$ cat config.mk
export PLATFORM = sky130hd
export DESIGN_NAME = hazard_tracker
export DESIGN_NICKNAME = d
export VERILOG_FILES = /design/src/rtl/hazard_tracker.sv
export SDC_FILE = /design/constraint.sdc
export NUM_CORES = 1
export LEC_CHECK = 0
export CELL_PAD_IN_SITES_DETAIL_PLACEMENT = 0
export CELL_PAD_IN_SITES_GLOBAL_PLACEMENT = 2
export CORE_MARGIN = 2
export CORE_UTILIZATION = 40
export CTS_BUF_LIST = sky130_fd_sc_hd__clkbuf_4
export CTS_CLUSTER_DIAMETER = 60
export DETAILED_ROUTE_END_ITERATION = 10
export DONT_BUFFER_PORTS = 1
export PLACE_DENSITY_LB_ADDON = 0.25
export SYNTH_ARGS = -nofsm -noshare
export SYNTH_HDL_FRONTEND = slang
export SYNTH_SLANG_ARGS = --single-unit
$ cat constraint.sdc
create_clock -name clk -period 3.15 [get_ports clk]
set_input_delay 0.315 -clock clk [delete_from_list [all_inputs] [get_ports clk]]
set_output_delay 0.315 -clock clk [all_outputs]
set_load 0.01 [all_outputs]
$ cat src/rtl/hazard_tracker.sv
// hazard_tracker: D-stage stall and D/E forwarding selects from E/M/W records.
// Optional HAZARD_MDU_EN adds a mult/div busy interlock.
module hazard_tracker #(
  parameter logic [4:0] RA_REG = 5'd31
) (
  input  logic       clk,
  input  logic       reset_n,
  input  logic       b_type,
  input  logic       cal_i,
  input  logic       cal_r,
  input  logic       load,
  input  logic       store,
  input  logic       jr,
  input  logic       jal,
  input  logic       ji,
  input  logic [4:0] rs,
  input  logic [4:0] rt,
  input  logic [4:0] rd,
`ifdef HAZARD_MDU_EN
  input  logic       md_start,
  input  logic       md_div,
  input  logic       md_use,
`endif
  output logic       stall,
  output logic [1:0] fwd_rs_d,
  output logic [1:0] fwd_rt_d,
  output logic [1:0] fwd_rs_e,
  output logic [1:0] fwd_rt_e
);

  logic [4:0] dec_dst;
  logic [1:0] dec_tnew;
  logic [1:0] tuse_rs;
  logic [1:0] tuse_rt;

  logic [4:0] e_dst_q, e_dst_d;
  logic [1:0] e_tnew_q, e_tnew_d;
  logic [4:0] e_rs_q, e_rs_d;
  logic [4:0] e_rt_q, e_rt_d;
  logic [4:0] m_dst_q, m_dst_d;
  logic [1:0] m_tnew_q, m_tnew_d;
  logic [4:0] w_dst_q, w_dst_d;
  logic [1:0] w_tnew_q, w_tnew_d;

  logic stall_haz;
  logic stall_md;

  function automatic logic [1:0] age(input logic [1:0] t);
    return (t == 2'd0) ? 2'd0 : t - 2'd1;
  endfunction

  function automatic logic pend(
    input logic [4:0] src,
    input logic [1:0] tuse,
    input logic [4:0] dst,
    input logic [1:0] tnew
  );
    return (src != 5'd0) && (tuse != 2'd3)
        && (dst == src) && (tnew > tuse);
  endfunction

  function automatic logic hit(
    input logic [4:0] src,
    input logic [4:0] dst,
    input logic [1:0] tnew
  );
    return (dst != 5'd0) && (dst == src) && (tnew == 2'd0);
  endfunction

  // E-stage selects pass a null E record so only M/W can win
  function automatic logic [1:0] fwd_sel(
    input logic [4:0] src,
    input logic [4:0] ed,
    input logic [1:0] et,
    input logic [4:0] md,
    input logic [1:0] mt,
    input logic [4:0] wd,
    input logic [1:0] wt
  );
    if (hit(src, ed, et)) return 2'd3;
    if (hit(src, md, mt)) return 2'd2;
    if (hit(src, wd, wt)) return 2'd1;
    return 2'd0;
  endfunction

  always_comb begin
    dec_dst  = 5'd0;
    dec_tnew = 2'd0;
    tuse_rs  = 2'd3;
    tuse_rt  = 2'd3;
    unique case (1'b1)
      cal_r: begin
        dec_dst  = rd;
        dec_tnew = 2'd1;
        tuse_rs  = 2'd1;
        tuse_rt  = 2'd1;
      end
      cal_i: begin
        dec_dst  = rt;
        dec_tnew = 2'd1;
        tuse_rs  = 2'd1;
      end
      load: begin
        dec_dst  = rt;
        dec_tnew = 2'd2;
        tuse_rs  = 2'd1;
      end
      store: begin
        tuse_rs = 2'd1;
        tuse_rt = 2'd2;
      end
      b_type: begin
        tuse_rs = 2'd0;
        tuse_rt = 2'd0;
      end
      jr, ji: tuse_rs = 2'd0;
      jal:    dec_dst = RA_REG;
      default: ;
    endcase
  end

  assign stall_haz = pend(rs, tuse_rs, e_dst_q, e_tnew_q)
                   | pend(rs, tuse_rs, m_dst_q, m_tnew_q)
                   | pend(rt, tuse_rt, e_dst_q, e_tnew_q)
                   | pend(rt, tuse_rt, m_dst_q, m_tnew_q);

  assign stall = stall_haz | stall_md;

  assign fwd_rs_d = fwd_sel(rs, e_dst_q, e_tnew_q,
                            m_dst_q, m_tnew_q, w_dst_q, w_tnew_q);
  assign fwd_rt_d = fwd_sel(rt, e_dst_q, e_tnew_q,
                            m_dst_q, m_tnew_q, w_dst_q, w_tnew_q);
  assign fwd_rs_e = fwd_sel(e_rs_q, 5'd0, 2'd0,
                            m_dst_q, m_tnew_q, w_dst_q, w_tnew_q);
  assign fwd_rt_e = fwd_sel(e_rt_q, 5'd0, 2'd0,
                            m_dst_q, m_tnew_q, w_dst_q, w_tnew_q);

  assign e_dst_d  = stall ? 5'd0 : dec_dst;
  assign e_tnew_d = stall ? 2'd0 : dec_tnew;
  assign e_rs_d   = stall ? 5'd0 : rs;
  assign e_rt_d   = stall ? 5'd0 : rt;
  assign m_dst_d  = e_dst_q;
  assign m_tnew_d = age(e_tnew_q);
  assign w_dst_d  = m_dst_q;
  assign w_tnew_d = age(m_tnew_q);

  always_ff @(posedge clk) begin
    if (!reset_n) begin
      e_dst_q  <= 5'd0;
      e_tnew_q <= 2'd0;
      e_rs_q   <= 5'd0;
      e_rt_q   <= 5'd0;
      m_dst_q  <= 5'd0;
      m_tnew_q <= 2'd0;
      w_dst_q  <= 5'd0;
      w_tnew_q <= 2'd0;
    end else begin
      e_dst_q  <= e_dst_d;
      e_tnew_q <= e_tnew_d;
      e_rs_q   <= e_rs_d;
      e_rt_q   <= e_rt_d;
      m_dst_q  <= m_dst_d;
      m_tnew_q <= m_tnew_d;
      w_dst_q  <= w_dst_d;
      w_tnew_q <= w_tnew_d;
    end
  end

`ifdef HAZARD_MDU_EN
  logic       e_md_q, e_md_d;
  logic [3:0] md_cnt_q, md_cnt_d;

  assign e_md_d   = md_start & ~stall;
  assign md_cnt_d = e_md_d ? (md_div ? 4'd10 : 4'd5)
                  : (md_cnt_q != 4'd0) ? md_cnt_q - 4'd1
                  : 4'd0;
  assign stall_md = md_use & ((md_cnt_q != 4'd0) | e_md_q);

  always_ff @(posedge clk) begin
    if (!reset_n) begin
      e_md_q   <= 1'b0;
      md_cnt_q <= 4'd0;
    end else begin
      e_md_q   <= e_md_d;
      md_cnt_q <= md_cnt_d;
    end
  end
`else
  assign stall_md = 1'b0;
`endif

endmodule

# After elaboration in Yosys (flattened, before gate mapping)
# Cells that the tools add are included.
# totals
out_inout_bits	9
register_bits	31
inputBits	25
# classes
n_mux	42
eq_ne	12
n_addsub	2
bitwise	4
n_reduce_logical	45
order_cmp	4
# op_table
operator	count
5-bit equality test	10
2-bit two-way mux	20
1-bit logical AND	30
5-bit nonzero test	5
1-bit two-way mux	18
5-bit case mux with 3 select lines	1
2-bit OR reduction	5
2-bit > comparator	4
2-bit case mux with 2 select lines	2
2-bit logical NOT	3
2-bit case mux with 3 select lines	1
2-bit != test (second input constant)	2
4-bit OR reduction	1
2-bit by 1-bit subtractor with 2-bit output (second input constant)	2
1-bit OR	3
3-bit OR reduction	1
1-bit inverter	1

# Logic depth before layout (Yosys ltp)
# Gate-level depths: netlist of run 1.
# logic_depth
ltp_word	10
mapped_depth	10
ltp_nobuf	8

# Worst setup path after synthesis of run 1
# OpenSTA, ideal clock, no wires.
# synth_timing
path_type	input to output
startpoint	input port cal_r
endpoint	output port stall
path_slack_ps	703
stages	8
arrival_ps	2132
required_ps	2835
cell_sequence	buf_6 nor4_4 nand2_1 ha_1 and4b_1 a311oi_1 o22ai_2 or2_2
# synth_between
elab_chain_cells	9
elab_cells_between_ends	22
classes_between	order compare: 4; eq/ne: 2; mux: 2; bitwise: 3; reduce/logical: 11
# synth_rtl
element	line_no	source
start: declaration	10	input logic cal_r,
4-bit OR reduction (no source line)	--	
2-bit case mux with 2 select lines	91	unique case (1'b1)
2-bit != test	58	return (src != 5'd0) && (tuse != 2'd3)
1-bit logical AND	58	
1-bit logical AND (2 in series)	59	&& (dst == src) && (tnew > tuse);
1-bit OR	123	| pend(rs, tuse_rs, m_dst_q, m_tnew_q)
1-bit OR	124	| pend(rt, tuse_rt, e_dst_q, e_tnew_q)
1-bit OR (*)	125	| pend(rt, tuse_rt, m_dst_q, m_tnew_q);
end: declaration	24	output logic stall,
# Every way passes the cells marked *; elsewhere a longest branch is shown, timed or not.

# Worst setup path after layout of run 1
# layout_timing
startpoint	register m_dst_q[4]
endpoint	output port stall
# layout_between
elab_chain_cells	6
elab_cells_between_ends	9
classes_between	eq/ne: 2; bitwise: 3; reduce/logical: 4
# layout_rtl
element	line_no	source
start: declaration	40	logic [4:0] m_dst_q, m_dst_d;
start signal: assignment	162	m_dst_q <= m_dst_d;
5-bit equality test	59	
1-bit logical AND (2 in series)	59	
1-bit OR	123	
1-bit OR	124	
1-bit OR (*)	125	
# Marks and branches as above.

==> reports/results.ini, run 1 <==
[placed_design]
routabilityCongestion=0.8282
io_buffers=0
dp_cells=281
post-place-ws_ns=0.6521
dp_hpwl_um=3865
place_area_um2=2033

[sta]
final-setup-viol-count=0
period_share_pct=89.61
maxSlewViolCount=0
slew_headroom_pct=30.88
finalHoldViolCount=0
rsz0062_at_grt=false
whs_ns=0.08705
fin_skew_ns=0.01644
fin_ws_ns=0.3273
min_period_ns=2.823
fin_tns_setup_ns=0
fmax_ghz=0.3543
tightest_slew_ns=1.037

[setup_path]
arrival_ns=2.51
cp-end-kind=primary output
r2r_start=m_dst_q[4]$_SDFF_PN0_
cp_top_family=compound AO/OA/AOI/OAI gates
cp_cell_sequence=xor2_1 -> nor3_1 -> nand3_1 -> o21ai_2 -> or2_2
worstRegToRegCells=5
r2r-end=e_rt_q[0]$_SDFF_PP0_
startpoint_type=flip-flop
ff2ff_setup_slack_ns=0.96
crit_buf_inv=0
crit_type=flip-flop to primary output
required_ns=2.83
critPathMaxStageDelay_ns=0.85
crit_slowest_cell=o21ai_2
crit_fanout=18

[yosys]
ys_types=38
synth_simple_gate_area_share_pct=29.11
synth_ff_type=dfxtp_1
synth_compound_area_share_pct=8.257
syn_inst=234
async_flop_share_pct=0
ys_seq_area_share_pct=30.34
synth_edf_count=0
synth_common_cells=31 x dfxtp_1, 31 x xor2_1, 20 x clkbuf_1
synth_top_area_cell=dfxtp_1
synth-adder-area-share_pct=4.893
ys_seq_elements=31
synth.top_cell.area_share_pct=30.34
syn_nets=267
avgSynthCellArea_um2=8.742
yosysWarningCount=0
netlist_top_cells_area=dfxtp_1 30%, xor2_1 13%, xnor2_1 8.1%
synth_xor_xnor_area_share_pct=21.41
synth_top_family_by_area=simple AND/OR/NAND/NOR gates
syn_area_um2=2046
synthMuxAreaShare_pct=0

[cts]
cts_setup_buffers=0
cts_sinks=31
cts_buffer_depth=2
insertion_delay_ns=0.33
cts-resized-gates=0
clock-root-buffer=clkbuf_4
cts_tree=yes
clkTransAtPathRegs_ns=0.11
cts_max_level=2
cts_buffers=5
holdBufCountCts=0

[routing]
dr_wl_met3_um=203
dr.pass1.iters=4
vias=1535
met1_length_um=2205
drt_wl_total_um=5069
dr.first_iter.drc_count=91
highest_layer=met4
post_drt_via_cell_ratio=5.311
ant_nets=0
wl_met2_um=2620
avgRoutedWirePerCell_um=17.54
drc=0

[cells_and_area]
final_area_um2=2138
antenna_cells=0
drive_gt1_share_pct=12.79
layout.cells.non_filler=289
area_growth_pct=4.526
final_util_pct=42.68
nNetsFinal=251

[power_and_ir_drop]
power_leakage_nw=0.8833
peakVddDrop_mv=0.1829
p_total_mw=1.004
power_density_nw_per_um2=469.6

[floorplan]
die_w_um=75.52
start_util_pct=40.83
core_area_um2=5010
die_y_um=75.52
die-area_um2=5703
ios=34
row_count=26

[global_route]
grt_pass1_vias=1537
antenna_found_initial=0
overflow=0
grt_use_total_pct=19.60
grt_max_degree=30
grt_pass1_wl_um=8079

[min_path]
hold_class=primary input to flip-flop
hold_path_startpoint=rt[1]
holdPathStages=2
hold_end=e_rt_q[1]$_SDFF_PP0_

[run_status]
status=complete, no violations

[run]
drv_cap=0

final cells by class:
cell class / instances / area [um2]
inverter: 4 / 15.01
timing repair buffer: 1 / 7.507
sequential: 31 / 620.6
tap: 70 / 87.58
clock inverter: 2 / 60.06
fill: 530 / 2872
clock buffer: 6 / 45.04
multi-input combinational: 175 / 1303
sequential cells by signal (all words and copies together), names as in the netlist:
register / cells
m_tnew_q: 2
e_dst_q: 5
e_rt_q: 5
e_rs_q: 5
e_tnew_q: 2
w_dst_q: 5
m_dst_q: 5
w_tnew_q: 2
cell usage in the layout (no fill, tap or decap), types with 2 or more instances in the layout:
master,netlist,final
bufinv_16,0,2
nand2_1,17,17
o21ai_2,2,2
ha_1,8,8
nand4b_1,2,2
nor2_1,10,10
clkbuf_4,0,6
nor2b_1,4,4
a22oi_1,2,2
xnor2_1,19,19
nand3_1,6,6
dfxtp_1,31,31
or4_1,4,4
nor3_2,10,10
xor2_1,31,31
nor3_1,11,11
nand2b_1,2,2
o21ai_0,6,6
inv_1,4,4
or2_2,2,2
nor4_1,5,5
a311oi_1,2,2
nor4b_1,5,5
a221oi_1,5,5
and2_1,10,10
routing by layer:
metal | track usage, % | up-vias
met3 | 4.365 | 4
met5 | 0 | -
met4 | 5.263 | 0
met1 | 23.93 | 728
li1 | - | 767
met2 | 34.69 | 36
worst reg2reg max path, cell delays in order, from the launching register on:
cell and delay, ns:
dfxtp_1 0.55, xor2_1 0.11, nor3_1 0.21, nand3_1 0.16, o21ai_2 0.85, nor3_1 0.15
where the power goes:
group          internal (mW)  switching (mW)  leakage [nW]
Sequential             0.418          0.0355         0.257
Combinational         0.0818          0.0759         0.570
Clock                  0.256           0.137        0.0559
Total                  0.756           0.248         0.883
worst max path at each step:
stage	cells past startpoint	endpoint	from	slack, ns
after floorplan	8	stall	cal_r	0.70
after global placement	6	stall	store	0.75
after detailed placement	8	e_dst_q[1]$_SDFF_PP0_	jr	0.65
after CTS	5	stall	m_dst_q[4]$_SDFF_PN0_	0.29
after global routing	5	stall	m_dst_q[4]$_SDFF_PN0_	0.09
final	5	stall	m_dst_q[4]$_SDFF_PN0_	0.33
kinds of logic after synthesis:
group	count (synthesis)
compound gates	22
flops	31
simple gates	95
xor+xnor	50
buf+inv	28
fa+ha+maj	8
Note: power is estimated with default switching activity, not from simulation.
==> run 2, diff against run 1 <==
Settings changed: ABC_AREA set to 1, CORE_UTILIZATION 40 to 35, SKIP_LAST_GASP set to 1.
Clock period 3.15 ns to 2.8 ns, I/O delays scaled along.
==> run 2 against run 1 <==
Combinational power up 35%. Synthesized cell count up 32%. Highest routed layer unchanged. Sequential power up 12%. Sequential cell count unchanged. Clock power down 34%. Register-to-register slack better by 0.04 ns. Worst hold slack worse by 0.044 ns. Clock skew down 0.0064 ns. Clock-buffer cell count unchanged. Critical path type unchanged. Worst setup slack better by 0.20 ns. Cell count up 33%. Largest cell class unchanged.
==> reports/results.ini, run 2 <==
[run_status]
status=complete, no violations

[yosys]
synth.top_cell.area_share_pct=30.41  ; +0.074 points
yosysWarningCount=0  ; unchanged
async_flop_share_pct=0  ; unchanged
netlist_top_cells_area=dfxtp_1 30%, nand2_1 16%, inv_1 9.6%
synth_top_area_cell=dfxtp_1
avgSynthCellArea_um2=6.583  ; -25%
synth.most_common_cell=nand2_1
synth_common_cells=88 x nand2_1, 52 x inv_1, 31 x dfxtp_1
syn_inst=310  ; +32%
ys_seq_area_share_pct=30.41  ; +0.074 points
syn_nets=343  ; +28%
ys_seq_elements=31  ; unchanged
syn_area_um2=2041  ; -0.24%
ys_types=32  ; -16%
synth_edf_count=0  ; unchanged
synth_ff_type=dfxtp_1

[global_route]
grt_max_degree=18  ; -40%
grt_use_total_pct=20.86  ; +1.3 points
use_met3_pct=4.719  ; +0.35 points
grt_pass1_vias=1921  ; +25%
busiest_layer=met2
gr-usage-met1_pct=27.56  ; +3.6 points
use_met2_pct=33.33  ; -1.4 points
grt_pass1_wl_um=10020  ; +24%
overflow=0  ; unchanged
antenna_found_initial=0  ; unchanged

[min_path]
hold_class=primary input to flip-flop

[sta]
maxSlewViolCount=0  ; unchanged
rsz0062_at_grt=false
slew_headroom_pct=53.57  ; +23 points
finalHoldViolCount=0  ; unchanged
tightest_slew_ns=0.6902  ; -0.3465 ns
period_share_pct=81.26
fmax_ghz=0.4395
final-setup-viol-count=0  ; unchanged
fin_skew_ns=0.01002  ; -0.006423 ns
min_period_ns=2.275
fin_tns_setup_ns=0  ; unchanged

[placed_design]
routabilityCongestion=0.8779  ; +6.0%
dp_hpwl_um=4903  ; +27%
place_area_um2=2097  ; +3.1%
dp_cells=376  ; +34%
io_buffers=0  ; unchanged

[cells_and_area]
final_area_um2=2150  ; +0.53%
drive_gt1_share_pct=8.013  ; -4.8 points
nNetsFinal=344  ; +37%
antenna_cells=0  ; unchanged
final_common_cell=nand2_1
fillers=634  ; +20%
final_cell_mix=88 x nand2_1, 52 x inv_1, 31 x dfxtp_1, 23 x nor2_1, 11 x a21oi_1
layout.cells.non_filler=384  ; +33%
area_growth_pct=5.334

[floorplan]
ios=34  ; unchanged
row_count=27  ; +3.8%
start_util_pct=36.61  ; -4.2 points
die_y_um=80.36  ; +6.4%
die-area_um2=6458  ; +13%
core_area_um2=5574  ; +11%
die_w_um=80.36  ; +6.4%

[setup_path]
cp_top_family=simple AND/OR/NAND/NOR gates
cp_cell_sequence=inv_1 -> nand2_1 -> nand2_1 -> a221oi_1 -> nand2_1 -> nor3_1 -> nor2_1
crit_type=flip-flop to primary output
crit_slowest_cell=dfxtp_1
startpoint_type=flip-flop
arrival_ns=2.00  ; -0.51 ns
cp-end-kind=primary output
critPathMaxStageDelay_ns=0.47  ; -0.38 ns
ff2ff_setup_slack_ns=1.00  ; +0.04 ns
required_ns=2.52  ; -0.31 ns
crit_fanout=6  ; -12
crit_buf_inv=1  ; +1
crit_top_cell=nand2_1

[routing]
ant_nets=0  ; unchanged
post_drt_via_cell_ratio=5.068  ; -4.6%
vias=1946  ; +27%
drt_wl_total_um=6091  ; +20%
drc=0  ; unchanged
dr.pass1.iters=4  ; unchanged
avgRoutedWirePerCell_um=15.86  ; -9.6%
dr.first_iter.drc_count=165  ; +81%

[cts]
insertion_delay_ns=0.33  ; about the same
cts_buffers=5  ; unchanged
holdBufCountCts=0  ; unchanged
cts-resized-gates=0  ; unchanged
cts_sinks=31  ; unchanged
cts_max_level=2  ; unchanged
cts_setup_buffers=0  ; unchanged
cts_tree=yes
clock-root-buffer=clkbuf_4
cts_buffer_depth=2  ; unchanged
clkTransAtPathRegs_ns=0.11  ; about the same

[power_and_ir_drop]
power_density_nw_per_um2=456.3  ; -2.8%
net-switching-power_mw=0.3261  ; +31%
p_int_mw=0.6548  ; -13%
power_leakage_nw=1.074  ; +22%
p_sw_share_pct=33.25  ; +8.5 points
p_comb_share_pct=21.8  ; +6.1 points
p_clk_share_pct=26.6  ; -13 points
sequentialPowerShare_pct=51.6  ; +6.5 points
peakVddDrop_mv=0.1706  ; -6.8%

[run]
drv_cap=0  ; unchanged

==> run 2: kinds of logic after synthesis <==
group	count (synthesis)	synth area share, %
compound gates	36	11.40
xor+xnor	15	6.438
fa+ha+maj	8	4.905
buf+inv	60	11.59
flops	31	30.41
simple gates	160	35.25
==> run 2: worst paths after layout <==
kind,from,endpoint,cells past startpoint
min,reset_n,m_dst_q[1]$_SDFF_PN0_,2
max,m_dst_q[2]$_SDFF_PN0_,fwd_rt_e[0],7
max reg2reg,m_tnew_q[0]$_SDFF_PP0_,e_rs_q[1]$_SDFF_PP0_,10
min reg2reg,m_tnew_q[0]$_SDFF_PP0_,w_tnew_q[0]$_SDFF_PP0_,1
==> run 2: area by class of cell <==
type                            instances  area [um2]  area share [%]
Inverter                               54       202.7           9.430
Sequential cell                        31       620.6           28.87
Clock inverter                          2       7.507          0.3492
Tap cell                               72       90.09           4.191
Multi-Input combinational cell        219        1184           55.06
Clock buffer                            6       45.04           2.095
==> run 2: power by group through the flow <==
stage	registers, mW	logic [mW]	clock network [mW]
finish	0.506	0.214	0.260
global route	0.511	0.247	0.287
CTS	0.506	0.215	0.269
detailed placement	0.516	0.214	0
global placement	0.517	0.217	0
floorplan	0.499	0.180	0
==> run 2: stage by stage <==
step	power (mW)	setup slack (ns)	hold WS (ns)	util [%]
CTS	0.9902	0.4989	0.03060	38.56
global placement	0.7338	0.7261	0.3844	37.62
floorplan	0.6796	0.9644	0.4090	-
finish	0.9809	0.5248	0.04262	38.56
global route	1.046	0.3857	0.02834	38.56
detailed placement	0.7304	0.7097	0.3861	37.62
==> run 2: per-layer routing <==
| layer | routed length (um) | vias up |
|---|---|---|
| met5 | 0 | - |
| met4 | 73 | 0 |
| met3 | 406 | 7 |
| met2 | 2707 | 54 |
| met1 | 2904 | 886 |
| li1 | - | 999 |
==> run 3, diff against run 2 <==
Clock period 2.8 ns to 2.1 ns, I/O delays scaled along.
==> run 3 against run 2 <==
Sequential share of layout area shrank 0.79 points. Largest cell class unchanged. Critical path depth is 1 lower. Highest routed layer unchanged. Worst hold slack worse by 0.0042 ns. Worst setup slack worse by 0.36 ns. Die area is the same. Sequential cell count stayed put.
==> reports/results.ini, run 3 (synthesis gave the netlist of run 2 again) <==
[run_status]
status=complete, no violations

[cts]
clock-root-buffer=clkbuf_4
cts_tree=yes
cts_sinks=31  ; unchanged
clkTransAtPathRegs_ns=0.09  ; -0.02 ns
cts_setup_buffers=0  ; unchanged
cts_buffer_depth=2  ; unchanged
insertion_delay_ns=0.32  ; about the same
cts_buffers=5  ; unchanged
cts_max_level=2  ; unchanged

[sta]
final-setup-viol-count=0  ; unchanged
whs_ns=0.03842  ; -0.004198 ns
maxSlewViolCount=0  ; unchanged
rsz0062_at_grt=false
tightest_slew_ns=0.5075  ; -0.1827 ns
fin_tns_setup_ns=0  ; unchanged
min_period_ns=1.936
slew_headroom_pct=66.06  ; +12 points
fin_skew_ns=0.01244  ; +0.002419 ns
fin_ws_ns=0.1640  ; -0.3608 ns
finalHoldViolCount=0  ; unchanged
period_share_pct=92.19
fmax_ghz=0.5165

[global_route]
grt_pass1_wl_um=9784  ; -2.3%
grt_pass1_vias=1886  ; -1.8%
grt_use_total_pct=20.60  ; -0.26 points
antenna_found_initial=0  ; unchanged
grt_max_degree=18  ; unchanged
overflow=0  ; unchanged

[cells_and_area]
final_common_cell=nand2_1
final_area_um2=2232  ; +3.8%
final_cell_mix=87 x nand2_1, 52 x inv_1, 26 x dfxtp_1, 23 x nor2_1, 11 x a21oi_1
layout.cells.non_filler=389  ; +1.3%
area_growth_pct=9.381
antenna_cells=0  ; unchanged
drive_gt1_share_pct=12.62  ; +4.6 points
fillers=610  ; -3.8%
final_util_pct=40.04  ; +1.5 points
nNetsFinal=351  ; +2.0%

[routing]
avgRoutedWirePerCell_um=15.72  ; -0.86%
post_drt_via_cell_ratio=5.067  ; about the same
drc=0  ; unchanged
drt_wl_total_um=6117  ; +0.43%
vias=1971  ; +1.3%
dr.first_iter.drc_count=121  ; -27%
dr.pass1.iters=4  ; unchanged
ant_nets=0  ; unchanged

[run]
drv_cap=0  ; unchanged

[floorplan]
die_w_um=80.36  ; unchanged
core_area_um2=5574  ; unchanged
start_util_pct=36.61  ; unchanged
row_count=27  ; unchanged
ios=34  ; unchanged
die-area_um2=6458  ; unchanged
die_y_um=80.36  ; unchanged

[placed_design]
routabilityCongestion=0.8115  ; -7.6%
place_area_um2=2127  ; +1.4%
dp_cells=380  ; +1.1%
post-place-ws_ns=0.1436  ; -0.5661 ns
dp_hpwl_um=4744  ; -3.2%
io_buffers=0  ; unchanged

[power_and_ir_drop]
p_total_mw=1.308  ; +33%
power_leakage_nw=1.111  ; +3.5%
power_density_nw_per_um2=585.8  ; +28%
peakVddDrop_mv=0.2038  ; +19%

[setup_path]
startpoint_type=flip-flop
cp-end-kind=primary output
crit_fanout=6  ; unchanged
arrival_ns=1.73  ; -0.27 ns
crit_type=flip-flop to primary output
required_ns=1.89  ; -0.63 ns

[min_path]
hold_class=primary input to flip-flop

run 3: timing repair:
action | in CTS | in global routing
setup endpoints to repair | 0 | 6
hold endpoints to repair | 12 | 0
gates resized for setup | 0 | 12
hold buffers | 3 | 0
run 3: worst max-delay path: stages, from the launching register on:
cell     delay [ns]
dfxtp_1        0.33
inv_1          0.12
ha_2           0.28
o21ai_0        0.12
nor4_1         0.30
buf_4          0.18
nor2_1         0.07
run 3: worst paths after layout:
check,startpoint,end,slack (ns),depth (start not counted)
setup / recovery,m_tnew_q[0]$_SDFF_PP0_,fwd_rs_e[0],0.16,6
setup reg to reg,m_tnew_q[0]$_SDFF_PP0_,e_rs_q[1]$_SDFF_PP0_,0.35,10
hold / removal,cal_r,e_tnew_q[0]$_SDFF_PP0_,0.04,2
hold reg to reg,m_tnew_q[0]$_SDFF_PP0_,w_tnew_q[0]$_SDFF_PP0_,0.46,1
run 3: report_power, final:
group	internal, mW	total [mW]	switching, mW	leakage (nW)
clock network	0.132	0.320	0.188	0.0276
registers	0.628	0.679	0.0516	0.259
logic	0.124	0.309	0.185	0.825
total	0.883	1.31	0.424	1.11
run 3: layer usage:
metal  global-route usage [%]  up-vias  wire (um)
met5                        0        -          0
met4                    5.085        0         29
met3                    7.079        2        570
met2                    32.25       72       2694
met1                    27.06      889       2822
li1                         -     1008          -
run 3: layout make-up:
cell class	instances	area [um2]	area share [%]
inverters	54	202.7	9.081
well taps	72	90.09	4.036
repair buffers	7	60.06	2.691
flip-flops and latches	31	626.9	28.08
clock buffers	6	45.04	2.018
multi-input cells	219	1207	54.09
